`src/rtl/nn_layer_sched.sv`:
```
// nn_layer_sched: sequencer for a two-layer neural-network inference.
// It streams the input vector through the hidden neuron array, streams the
// hidden outputs through the output neuron array, then optionally scans
// the output neurons for the winning class.
//
// Optional feature macro: NN_SCHED_ARGMAX_EN
//   defined   -> ARGMAX scan drives out_sel and produces class_idx
//   undefined -> WAIT_HO goes straight to DONE; out_sel and class_idx are 0
//
// Ports:
//   clk, rst                 clock, synchronous active-high reset
//   go                       start request, sampled in IDLE only
//   busy, done               activity flag, one-cycle completion pulse
//   addr_in, addr_ih         input-pixel / hidden-weight address (LOAD_IH)
//   addr_ho, hid_sel         output-weight address / hidden mux select (LOAD_HO)
//   start_ih, start_ho       one-cycle clear pulse to each neuron array
//   mac_en_ih, mac_en_ho     accumulate strobes, one cycle behind the address
//   ready_ih_all/_ho_all     AND of the neuron-array ready flags
//   out_sel, out_data        output-neuron mux select / selected signed value
//   class_idx                winning class index
module nn_layer_sched #(
    parameter int unsigned N_IN   = 784,
    parameter int unsigned N_HID  = 128,
    parameter int unsigned N_OUT  = 10,
    parameter int unsigned ADDR_W = 17
) (
    input  logic                       clk,
    input  logic                       rst,
    input  logic                       go,
    output logic                       busy,
    output logic                       done,
    output logic [ADDR_W-1:0]          addr_in,
    output logic [ADDR_W-1:0]          addr_ih,
    output logic [ADDR_W-1:0]          addr_ho,
    output logic                       start_ih,
    output logic                       start_ho,
    output logic                       mac_en_ih,
    output logic                       mac_en_ho,
    output logic [$clog2(N_HID)-1:0]   hid_sel,
    input  logic                       ready_ih_all,
    input  logic                       ready_ho_all,
    output logic [3:0]                 out_sel,
    input  logic signed [15:0]         out_data,
    output logic [3:0]                 class_idx
);

    localparam int unsigned HID_W  = $clog2(N_HID);
    localparam int unsigned SEL_W  = 4;
    localparam int unsigned DATA_W = 16;

    localparam logic [ADDR_W-1:0] IN_LAST  = ADDR_W'(N_IN - 1);
    localparam logic [ADDR_W-1:0] HID_LAST = ADDR_W'(N_HID - 1);

`ifdef NN_SCHED_ARGMAX_EN
    localparam logic [ADDR_W-1:0] OUT_LAST = ADDR_W'(N_OUT - 1);

    typedef enum logic [2:0] {
        IDLE, LOAD_IH, WAIT_IH, LOAD_HO, WAIT_HO, ARGMAX, DONE
    } state_t;
`else
    typedef enum logic [2:0] {
        IDLE, LOAD_IH, WAIT_IH, LOAD_HO, WAIT_HO, DONE
    } state_t;
`endif

    state_t              state_q, state_d;
    logic [ADDR_W-1:0]   cnt_q, cnt_d;

    logic                busy_d, done_d;
    logic                start_ih_d, start_ho_d;
    logic                mac_en_ih_d, mac_en_ho_d;
    logic [ADDR_W-1:0]   addr_i_d, addr_ho_d;
    logic [HID_W-1:0]    hid_sel_d;

`ifdef NN_SCHED_ARGMAX_EN
    logic signed [DATA_W-1:0] best_val_q, best_val_d;
    logic [SEL_W-1:0]         best_idx_q, best_idx_d;
    logic [SEL_W-1:0]         out_sel_d, class_idx_d;
    logic                     take_c;
    logic signed [DATA_W-1:0] win_val_c;
    logic [SEL_W-1:0]         win_idx_c;
`endif

    // Next state, shared stage counter and next values of all registered outputs.
    always_comb begin
        state_d = state_q;
        cnt_d   = cnt_q;
`ifdef NN_SCHED_ARGMAX_EN
        best_val_d  = best_val_q;
        best_idx_d  = best_idx_q;
        class_idx_d = class_idx;
        // First element seeds the running max; strict '>' keeps the lower index on ties.
        take_c    = (cnt_q == '0) || (out_data > best_val_q);
        win_val_c = take_c ? out_data : best_val_q;
        win_idx_c = take_c ? SEL_W'(cnt_q) : best_idx_q;
`endif

        case (state_q)
            IDLE: begin
                if (go) begin
                    state_d = LOAD_IH;
                    cnt_d   = '0;
                end
            end
            LOAD_IH: begin
                if (cnt_q == IN_LAST) begin
                    state_d = WAIT_IH;
                    cnt_d   = '0;
                end else begin
                    cnt_d = cnt_q + ADDR_W'(1);
                end
            end
            // Leave only after the trailing accumulate strobe has gone out.
            WAIT_IH: begin
                if (ready_ih_all && !mac_en_ih) begin
                    state_d = LOAD_HO;
                    cnt_d   = '0;
                end
            end
            LOAD_HO: begin
                if (cnt_q == HID_LAST) begin
                    state_d = WAIT_HO;
                    cnt_d   = '0;
                end else begin
                    cnt_d = cnt_q + ADDR_W'(1);
                end
            end
            WAIT_HO: begin
                if (ready_ho_all && !mac_en_ho) begin
`ifdef NN_SCHED_ARGMAX_EN
                    state_d = ARGMAX;
`else
                    state_d = DONE;
`endif
                    cnt_d   = '0;
                end
            end
`ifdef NN_SCHED_ARGMAX_EN
            ARGMAX: begin
                best_val_d = win_val_c;
                best_idx_d = win_idx_c;
                if (cnt_q == OUT_LAST) begin
                    state_d     = DONE;
                    cnt_d       = '0;
                    class_idx_d = win_idx_c;
                end else begin
                    cnt_d = cnt_q + ADDR_W'(1);
                end
            end
`endif
            DONE: begin
                state_d = IDLE;
                cnt_d   = '0;
            end
            default: begin
                state_d = IDLE;
                cnt_d   = '0;
            end
        endcase

        // Outputs are registered, so they are decoded from the upcoming state.
        busy_d      = (state_d != IDLE);
        done_d      = (state_d == DONE);
        start_ih_d  = (state_d == LOAD_IH) && (state_q != LOAD_IH);
        start_ho_d  = (state_d == LOAD_HO) && (state_q != LOAD_HO);
        addr_i_d    = (state_d == LOAD_IH) ? cnt_d : '0;
        addr_ho_d   = (state_d == LOAD_HO) ? cnt_d : '0;
        hid_sel_d   = (state_d == LOAD_HO) ? HID_W'(cnt_d) : '0;
        // Strobes trail the address by the one-cycle memory read latency.
        mac_en_ih_d = (state_q == LOAD_IH);
        mac_en_ho_d = (state_q == LOAD_HO);
`ifdef NN_SCHED_ARGMAX_EN
        out_sel_d   = (state_d == ARGMAX) ? SEL_W'(cnt_d) : '0;
`endif
    end

    // State, counter and output registers.
    always_ff @(posedge clk) begin
        if (rst) begin
            state_q   <= IDLE;
            cnt_q     <= '0;
            busy      <= 1'b0;
            done      <= 1'b0;
            start_ih  <= 1'b0;
            start_ho  <= 1'b0;
            mac_en_ih <= 1'b0;
            mac_en_ho <= 1'b0;
            addr_in   <= '0;
            addr_ih   <= '0;
            addr_ho   <= '0;
            hid_sel   <= '0;
`ifdef NN_SCHED_ARGMAX_EN
            best_val_q <= '0;
            best_idx_q <= '0;
            out_sel    <= '0;
            class_idx  <= '0;
`endif
        end else begin
            state_q   <= state_d;
            cnt_q     <= cnt_d;
            busy      <= busy_d;
            done      <= done_d;
            start_ih  <= start_ih_d;
            start_ho  <= start_ho_d;
            mac_en_ih <= mac_en_ih_d;
            mac_en_ho <= mac_en_ho_d;
            addr_in   <= addr_i_d;
            addr_ih   <= addr_i_d;
            addr_ho   <= addr_ho_d;
            hid_sel   <= hid_sel_d;
`ifdef NN_SCHED_ARGMAX_EN
            best_val_q <= best_val_d;
            best_idx_q <= best_idx_d;
            out_sel    <= out_sel_d;
            class_idx  <= class_idx_d;
`endif
        end
    end

`ifndef NN_SCHED_ARGMAX_EN
    // Without the scan the output-neuron interface is inert.
    logic unused_c;
    assign unused_c  = ^{out_data, SEL_W'(N_OUT)};
    assign out_sel   = '0;
    assign class_idx = '0;
`endif

endmodule

```
`config.mk`:
```
export PLATFORM = sky130hd
export DESIGN_NAME = nn_layer_sched
export DESIGN_NICKNAME = d
export VERILOG_FILES = /design/src/rtl/nn_layer_sched.sv
export SDC_FILE = /design/constraint.sdc
export NUM_CORES = 1
export LEC_CHECK = 0
export CAP_MARGIN = 20
export CORE_MARGIN = 2
export CORE_UTILIZATION = 45
export CTS_CLUSTER_SIZE = 40
export DETAILED_ROUTE_END_ITERATION = 6
export GPL_ROUTABILITY_DRIVEN = 0
export PLACE_DENSITY = 0.8
export SETUP_SLACK_MARGIN = 0.3
export SYNTH_ARGS = -nofsm -noshare
export SYNTH_HDL_FRONTEND = slang
export SYNTH_SLANG_ARGS = --single-unit
```
`constraint.sdc`:
```
create_clock -name clk -period 2.3 [get_ports clk]
set_input_delay 0.69 -clock clk [delete_from_list [all_inputs] [get_ports clk]]
set_output_delay 0.69 -clock clk [all_outputs]
set_load 0.01 [all_outputs]
```
[Word-level counts from Yosys, hierarchy flattened]
Index checks and enable logic that the tools add are counted.
Storage, ports and cells
  register bits: 67
  input bits: 21
  word-level logic and storage cells: 47
  output and inout port bits: 72
Cells by class
  muxes and demuxes: 12
  bitwise gates (word level): 2
  add/subtract/negate cells: 1
  reduce and logical (&&, ||, !) cells: 10
  equal/unequal tests: 11
Operators with widths (count)
  $mux 17: 5
  $pmux 17 s5: 1
  $add 17x1->17 const B: 1
  $eq 17x10->1 const B: 1
  $eq 17x7->1 const B: 1
  $mux 3: 5
  $pmux 3 s5: 1
  $eq 3x2->1 const B: 3
  $eq 3x1->1 const B: 2
  $eq 3x3->1 const B: 2
  $logic_and 1x1->1: 4
  $reduce_or 2->1: 2
  $logic_not 3->1: 1
  $ne 3x1->1 const B: 1
  $ne 3x2->1 const B: 1
  $reduce_bool 3->1: 1
  $logic_not 1->1: 2
  $not 1->1: 2

[Depth between registers and ports, before layout]
Gate-level depths: netlist (run 1).
  word-level depth: 7
  gate-level depth with buffers: 9

[Worst setup path after synthesis (run 1)]
Ideal clock, no wire load.
  path type: register -> register
  start: reg cnt_q[0]
  end: reg addr_ho[1]
  slack: 0.288 ns
  data required time: 2.179 ns
  stages on the path, launching flop included: 10
  arrival time: 1.890 ns
  library setup time: 0.121 ns
  path buffers: 2
  cell sequence: dfxtp_1 -> ha_1 -> and3_1 -> nand3_2 -> o41ai_4 -> buf_6 -> buf_6 -> nand2_2 -> a22oi_2 -> nor2_1
On the way
  longest elaborated chain between the ends: 6
  elaborated cells between the ends (all ways): 12
  classes of those cells: 1 x add/sub; 3 x eq/ne; 6 x mux; 1 x bitwise; 1 x reduce/logical
RTL lines
  start, declared: line 67  | logic [ADDR_W-1:0] cnt_q, cnt_d;
  start signal, assigned: line 200  | cnt_q <= cnt_d;
  branches (longest 6 deep; another with $add 17x1->17)
  end signal, assigned: line 209  | addr_ho <= addr_ho_d;
  end, declared: line 34  | output logic [ADDR_W-1:0] addr_ho,
Several ways; the timed one is not identified.
A chain may end at the register's enable or synchronous reset.

[Worst setup path after layout (run 1)]
  start: reg cnt_q[13]
  end: reg cnt_q[11]
On the way
  longest elaborated chain between the ends: 3
  elaborated cells between the ends (all ways): 5
  classes of those cells: 2 x eq/ne; 3 x mux
RTL lines
  $eq 17x7->1 / $eq 17x10->1 (equally long branches): line 121, 106
  $mux 17, on equally long branches: line 121, 106
  $pmux 17 s5 (*): line 98  | case (state_q)
Mark *: on every way between the ends. The rest lies on a longest branch, timed or not.

==> key figures, run 1 <==
Outcome
  • Status: finished clean

Synth
  • #FFs+latches synth: 60
  • Asr flop ratio synth: 0
  • Dominant synthesized flop cell: dfxtp_1
  • YS warnings: 0
  • Synth Area in Adders: 0.00470
  • Simple-Gate Fraction of Synth Area: 0.234
  • Largest family of logic cells by synthesized area: simple AND/OR/NAND/NOR gates
  • Mean Syn Cell Area: 9.24 µm²
  • Mapped cell area: 2660 µm²
  • Post-synth EDFFs: 0
  • Synth cell types: 49
  • Post-synthesis cell count: 288
  • Post-synthesis compound-gate area fraction: 0.180
  • Sequential area share after synthesis: 0.451
  • Synth Area in XOR/XNOR: 0
  • Mux share of post-synthesis cell area: 0

Clocking
  • Clock latency on the worst-skew pair: 0.34 ns
  • Htree depth: 3
  • Clk slew on worst S/H paths: 0.07 ns
  • CTS buffer count: 9
  • Hold buffer count at cts: 0
  • # clock sinks: 60
  • Root Buffer: clkbuf_8
  • Max clock buf depth: 2
  • CTS tree: built

Worst setup path
  • Critical path class: flip-flop to flip-flop
  • Required time of the critical path: 2.53 ns
  • Crit. End Element: flip-flop
  • CP peak stage delay: 0.37 ns
  • Critical Path AT: 2.32 ns
  • WP buf/inv: 3
  • R2R depth: 9
  • Crit-path max FO: 7
  • Worst path cell trace: nor4_4, nand3_4, o41ai_4, buf_6, buf_12, buf_16, a22oi_2, a21oi_2, nor2_1
  • CP max-delay cell: dfxtp_4
  • Startpoint types: flip-flop
  • Crit path max-delay family: compound AO/OA/AOI/OAI gates
  • WP depth: 9

Placement
  • Place WS: -0.0258 ns
  • # port buffers: 68
  • Placed wire-length estimate: 3830 µm

Worst hold path
  • Hold path depth: 2
  • HP Class: flip-flop to flip-flop

Routing
  • Post-route ant nets: 0
  • Via count: 2,319
  • DR DRC count: 0
  • DR pass1 iterations: 5
  • Routed len/inst: 16.0 µm
  • Routed vias/inst: 5.31
  • Iter 0 DRT Violations: 236
  • Detailed Route WL: 7000 µm

Finish
  • Share of cells above drive strength 1: 0.312
  • Filler instances: 426
  • Sequential Area: 1220 µm²
  • Area taken by multi-input logic gates: 1370 µm²
  • End-of-flow core utilization: 0.674
  • Nets@finish: 379
  • Synth-to-layout area growth: 47.2%
  • N_diodes: 0

STA
  • Final critical-path share of the clock period: 0.906
  • Peak Freq: 480 MHz
  • Final setup vio count: 0
  • Final Hold Vio Count: 0
  • Layout Skew: 0.0109 ns
  • Setup WS post-layout: 0.216 ns
  • Tmin final: 2.08 ns
  • Unrepaired setup endpoints after global routing: yes
  • Max Slew Vio Count: 0

Die
  • Starting Density: 0.458
  • Die area: 6550 µm²
  • Die span in x: 80.9 µm
  • Die Y-Extent: 80.9 µm
  • Core area: 5820 µm²
  • Rows: 28
  • IO Count: 93

Job
  • Max cap viols: 0

Power
  • Tot Pwr: 2.12 mW
  • Leak: 1.39 nW
  • PwrDens: 542 nW/µm²
  • VDD IR-drop max: 0.411 mV

Global routing
  • Overall routing resource usage: 0.196
  • Initial antenna violation count: 0
  • Number of global-route vias before repair: 1,971
  • Total grt overflow: 0
  • Largest net degree at the start of global routing: 28
  • First-pass GRT wire length: 9610 µm
-- cell families (layout without fill, tap and decap cells) --
kind of cell,after synthesis,in the layout
AND/OR/NAND/NOR,119,119
flip-flops,60,60
AO/OA/AOI/OAI,58,58
buffers and inverters,49,116
adder cells (fa/ha/maj),1,1
other,1,8
-- state kept, by name, indices dropped and copies added (netlist names) --
name / cells
state_q: 3
mac_en_ih: 1
start_ho: 1
done: 1
addr_ho: 17
start_ih: 1
addr_ih: 17
cnt_q: 17
busy: 1
mac_en_ho: 1
-- metal layers --
metal  global-route usage  wire length, µm
met1                0.240             2770
met4               0.0780              203
met3               0.0611              459
met5                    0                0
met2                0.321             3570
-- Yosys cell counts (2+ instances only) --
library cell | number | area [µm²]
a211oi_1 | 4 | 30.0
nand2_1 | 21 | 78.8
o21ai_0 | 2 | 10.0
buf_6 | 3 | 33.8
nor3_1 | 2 | 10.0
a22oi_1 | 3 | 22.5
nand2b_1 | 2 | 12.5
or2_2 | 5 | 31.3
nor2b_1 | 2 | 12.5
dfxtp_1 | 60 | 1200
clkbuf_1 | 4 | 15.0
nand4_2 | 2 | 25.0
o22ai_1 | 3 | 18.8
nor2_1 | 48 | 180
o22ai_2 | 8 | 100
nor2_2 | 10 | 62.6
a21oi_2 | 3 | 26.3
o21ai_2 | 2 | 17.5
and3_1 | 2 | 12.5
inv_1 | 3 | 11.3
or4_4 | 2 | 22.5
nor4_1 | 2 | 12.5
buf_4 | 35 | 263
nor4_2 | 2 | 25.0
a22oi_2 | 2 | 25.0
or3_1 | 2 | 12.5
buf_2 | 4 | 20.0
a21boi_0 | 9 | 67.6
a21oi_1 | 14 | 70.1
and2_1 | 2 | 12.5
nand3_1 | 7 | 35.0
-- worst min-delay path: cells and delay by family, from the launching register on --
family | cells | cell delay, ns
compound gates | 1 | 0.08
flops | 1 | 0.38
simple gates | 1 | 0.08
-- repair_timing --
action,CTS,global route
endpoints found under the setup margin,53,52
pin swaps,13,21
resized for setup,15,45
setup buffers,8,2
gates cloned,2,3
-- power breakdown --
group	switching (mW)	internal (mW)
logic	0.108	0.0858
registers	0.00826	1.05
clock network	0.393	0.479
-- metrics by stage --
| step | area (µm²) | hold slack [ns] | TNS, ns | cells |
|---|---|---|---|---|
| 2_1_floorplan | 2690 | 0.500 | 0 | 295 |
| 3_3_place_gp | 3260 | 0.554 | 0 | 406 |
| 3_5_place_dp | 3260 | 0.547 | -0.0689 | 406 |
| 4_1_cts | 3640 | 0.569 | 0 | 432 |
| 5_1_grt | 3920 | 0.593 | 0 | 437 |
| 6_report | 3920 | 0.570 | 0 | 437 |
-- final cells by class --
class | count | area share
multi-input cells | 186 | 0.350
flip-flops and latches | 60 | 0.311
repair buffers | 97 | 0.266
clock buffers | 15 | 0.0450
well taps | 75 | 0.0239
inverters | 3 | 0.00287
clock inverters | 1 | 0.00128
-- placed cells by master (no fill, tap or decap), types with 5 or more instances in the layout --
cell / instances
buf_4: 19
o22ai_4: 5
nor2_1: 47
a21oi_4: 6
nor2_2: 11
nand2_1: 21
dfxtp_2: 7
conb_1: 8
o22ai_2: 6
a21oi_1: 6
nand3_1: 7
clkbuf_8: 12
dfxtp_1: 51
a21oi_2: 5
clkdlybuf4s50_1: 68
-- path summary, 6_finish.rpt --
kind,slack [ns],startpoint,endpoint
setup / recovery,0.22,cnt_q[13]$_SDFF_PP0_,cnt_q[11]$_SDFF_PP0_
hold / removal,0.57,cnt_q[13]$_SDFF_PP0_,addr_ih[13]$_SDFF_PP0_
setup reg to reg,0.22,cnt_q[13]$_SDFF_PP0_,cnt_q[11]$_SDFF_PP0_
hold reg to reg,0.57,cnt_q[13]$_SDFF_PP0_,addr_ih[13]$_SDFF_PP0_
Power figures use the tool's default switching activity.
==> inputs of run 2 (changes only) <==
--- a/config.mk
+++ b/config.mk
@@ -11,7 +11,7 @@
 export CTS_CLUSTER_SIZE = 40
 export DETAILED_ROUTE_END_ITERATION = 6
 export GPL_ROUTABILITY_DRIVEN = 0
-export PLACE_DENSITY = 0.8
+export PLACE_DENSITY = 0.83
 export SETUP_SLACK_MARGIN = 0.3
 export SYNTH_ARGS = -nofsm -noshare
 export SYNTH_HDL_FRONTEND = slang
==> key figures, run 2 (synthesis gave the netlist of run 1 again) <==
Routing
  • Via count: 2,274 (-1.9%)
  • DR DRC count: 0 (unchanged)
  • Routed len/inst: 15.0 µm (-6.3%)
  • Routed vias/inst: 5.25 (-1.0%)
  • DR pass1 iterations: 5 (unchanged)
  • Post-route ant nets: 0 (unchanged)
  • Iter 0 DRT Violations: 134 (-43%)
  • Detailed Route WL: 6500 µm (-7.2%)

Worst setup path
  • Crit path max-delay family: simple AND/OR/NAND/NOR gates
  • FF-to-FF Start: cnt_q[11]$_SDFF_PP0_
  • R2r setup slk: 0.24 ns (+0.02 ns)
  • Required time of the critical path: 2.58 ns (+0.05 ns)
  • CP max-delay cell: dfxtp_4
  • WP buf/inv: 2 (-1)
  • Startpoint types: flip-flop
  • CP peak stage delay: 0.35 ns (-0.02 ns)
  • Critical path class: flip-flop to flip-flop
  • R2r endpoint: addr_ih[9]$_SDFF_PP0_
  • Crit. End Element: flip-flop
  • Critical Path AT: 2.34 ns (+0.02 ns)
  • R2R depth: 8 (-1)
  • Worst path cell trace: nor4_4, nand3_4, o41ai_4, buf_6, and2b_4, nand4b_4, buf_12, nor2_4
  • Crit-path max FO: 7 (unchanged)

Global routing
  • Gr busiest metal: met2
  • Initial antenna violation count: 0 (unchanged)
  • Largest net degree at the start of global routing: 15 (-46%)
  • Total grt overflow: 0 (unchanged)
  • Overall routing resource usage: 0.201 (+0.00459)
  • Number of global-route vias before repair: 2,112 (+7.2%)
  • First-pass GRT wire length: 9890 µm (+2.9%)
  • GR Layer Usage met2: 0.344 (+0.0223)
  • Met1 usage: 0.224 (-0.0160)
  • Met3 Track Usage GR: 0.0522 (-0.00889)

STA
  • Layout Skew: 0.00500 ns (-0.00585 ns)
  • Final critical-path share of the clock period: 0.896 (-0.00959)
  • Unrepaired setup endpoints after global routing: yes
  • Final setup vio count: 0 (unchanged)
  • Tmin final: 2.06 ns (-0.0221 ns)
  • Fin Hold WS: 0.603 ns (+0.0332 ns)
  • Max Slew Vio Count: 0 (unchanged)
  • Final Hold Vio Count: 0 (unchanged)
  • Peak Freq: 485 MHz (+1.1%)
  • Setup TNS: 0 ns (unchanged)

Die
  • Die area: 6550 µm² (unchanged)
  • Die Y-Extent: 80.9 µm (unchanged)
  • Die span in x: 80.9 µm (unchanged)
  • Rows: 28 (unchanged)
  • Starting Density: 0.458 (unchanged)
  • IO Count: 93 (unchanged)
  • Core area: 5820 µm² (unchanged)

Outcome
  • Status: finished clean

Worst hold path
  • HP Class: flip-flop to flip-flop
  • Min-delay src: state_q[2]$_SDFF_PP0_
  • Hold EP: cnt_q[14]$_SDFF_PP0_
  • Hold path depth: 1 (-1)

Finish
  • Commonest cells after routing, fill and taps aside: 66 x clkdlybuf4s50_1, 53 x dfxtp_1, 40 x nor2_1
  • Filler instances: 448 (+5.2%)
  • Synth-to-layout area growth: 46.8%
  • Share of cells above drive strength 1: 0.327 (+0.0147)
  • Most common cell after layout, fill and taps aside: clkdlybuf4s50_1
  • Final Instance Area: 3910 µm² (-0.29%)
  • Nets@finish: 377 (-0.53%)
  • Regs by FF count: addr_ho (17), addr_ih (17), cnt_q (17)
  • N_diodes: 0 (unchanged)

Power
  • VDD IR-drop max: 0.382 mV (-7.2%)
  • Clk pwr share: 0.440 (+0.029)
  • Pint: 1.74 mW (+7.8%)
  • Gate power share: 0.089 (-0.002)
  • Switch Pwr: 501 µW (-1.7%)
  • Sequential share of power: 0.471 (-0.027)
  • Leak: 1.37 nW (-1.4%)
  • PwrDens: 573 nW/µm² (+5.8%)
  • Sw Ratio: 0.224 (-0.0165)

Job
  • Max cap viols: 0 (unchanged)

Clocking
  • Clk slew on worst S/H paths: 0.06 ns (about the same)
  • Clock latency on the worst-skew pair: 0.34 ns (about the same)
  • Max clock buf depth: 2 (unchanged)
  • Htree depth: 3 (unchanged)
  • # clock sinks: 60 (unchanged)
  • CTS tree: built
  • Root Buffer: clkbuf_8
  • CTS buffer count: 9 (unchanged)

Placement
  • # port buffers: 68 (unchanged)
  • Placed wire-length estimate: 4130 µm (+7.8%)
  • Placed cell areas: 3290 µm² (+0.69%)
[run 2: cell count changes in the layout (fill, tap and decap cells not counted), sizes merged]
cell,before,now
clkinvlp,0,1
dlymetal6s2s,0,2
bufinv,0,1
clkinv,1,0
clkdlybuf4s50,68,66
inv,3,2
clkbuf,19,14
buf,25,26
[run 2: power by group through the flow]
| stage | clock (mW) | combinational (mW) | sequential (mW) |
|---|---|---|---|
| 6_report | 0.985 | 0.199 | 1.06 |
| 5_1_grt | 1.04 | 0.211 | 1.06 |
| 3_3_place_gp | 0 | 0.149 | 1.08 |
| 4_1_cts | 0.998 | 0.158 | 1.06 |
| 3_5_place_dp | 0 | 0.154 | 1.08 |
| 2_1_floorplan | 0 | 0.101 | 1.08 |
[run 2: worst max path at each step]
stage,startpoint,to,slack (ns),cells after the start
after floorplan,cnt_q[1]$_SDFF_PP0_,addr_ho[1]$_SDFF_PP0_,0.32,9
after global placement,ready_ih_all,addr_ho[7]$_SDFF_PP0_,-0.04,7
after detailed placement,ready_ih_all,addr_ho[7]$_SDFF_PP0_,-0.06,7
after CTS,cnt_q[12]$_SDFF_PP0_,addr_ih[10]$_SDFF_PP0_,0.29,8
after global routing,cnt_q[11]$_SDFF_PP0_,addr_ho[1]$_SDFF_PP0_,0.16,8
final,cnt_q[11]$_SDFF_PP0_,addr_ih[9]$_SDFF_PP0_,0.24,8
[run 2: timing repair]
action / 4_1_cts / 5_1_grt
gates cloned: 2 / 1
hold endpoints to repair: 0 / 0
hold buffers: 0 / 0
setup endpoints to repair: 53 / 53
resized for setup: 21 / 61
pin swaps: 8 / 24
setup buffers: 4 / 3
[run 2: layer usage]
metal,routed length (µm),vias to the layer above,share of wire
met4,141,0,0.022
met2,3320,79,0.51
met3,334,14,0.051
li1,-,1078,-
met5,0,-,0
met1,2700,1103,0.42
[run 2: stage by stage]
step / setup slack, ns / power, mW / util / std cells
2_1_floorplan: 0.316 / 1.18 / - / 295
3_3_place_gp: -0.0375 / 1.23 / 0.565 / 409
3_5_place_dp: -0.0555 / 1.23 / 0.565 / 409
4_1_cts: 0.289 / 2.21 / 0.623 / 429
5_1_grt: 0.158 / 2.31 / 0.672 / 433
6_report: 0.238 / 2.24 / 0.672 / 433
[run 2: layout make-up]
| type | instances | area, µm² | area share |
|---|---|---|---|
| tap | 75 | 93.8 | 0.0240 |
| inverter | 3 | 15.0 | 0.00384 |
| sequential | 60 | 1220 | 0.312 |
| clock inverter | 1 | 30.0 | 0.00768 |
| multi-input combinational | 186 | 1400 | 0.358 |
| clock buffer | 13 | 179 | 0.0458 |
| timing repair buffer | 95 | 972 | 0.249 |
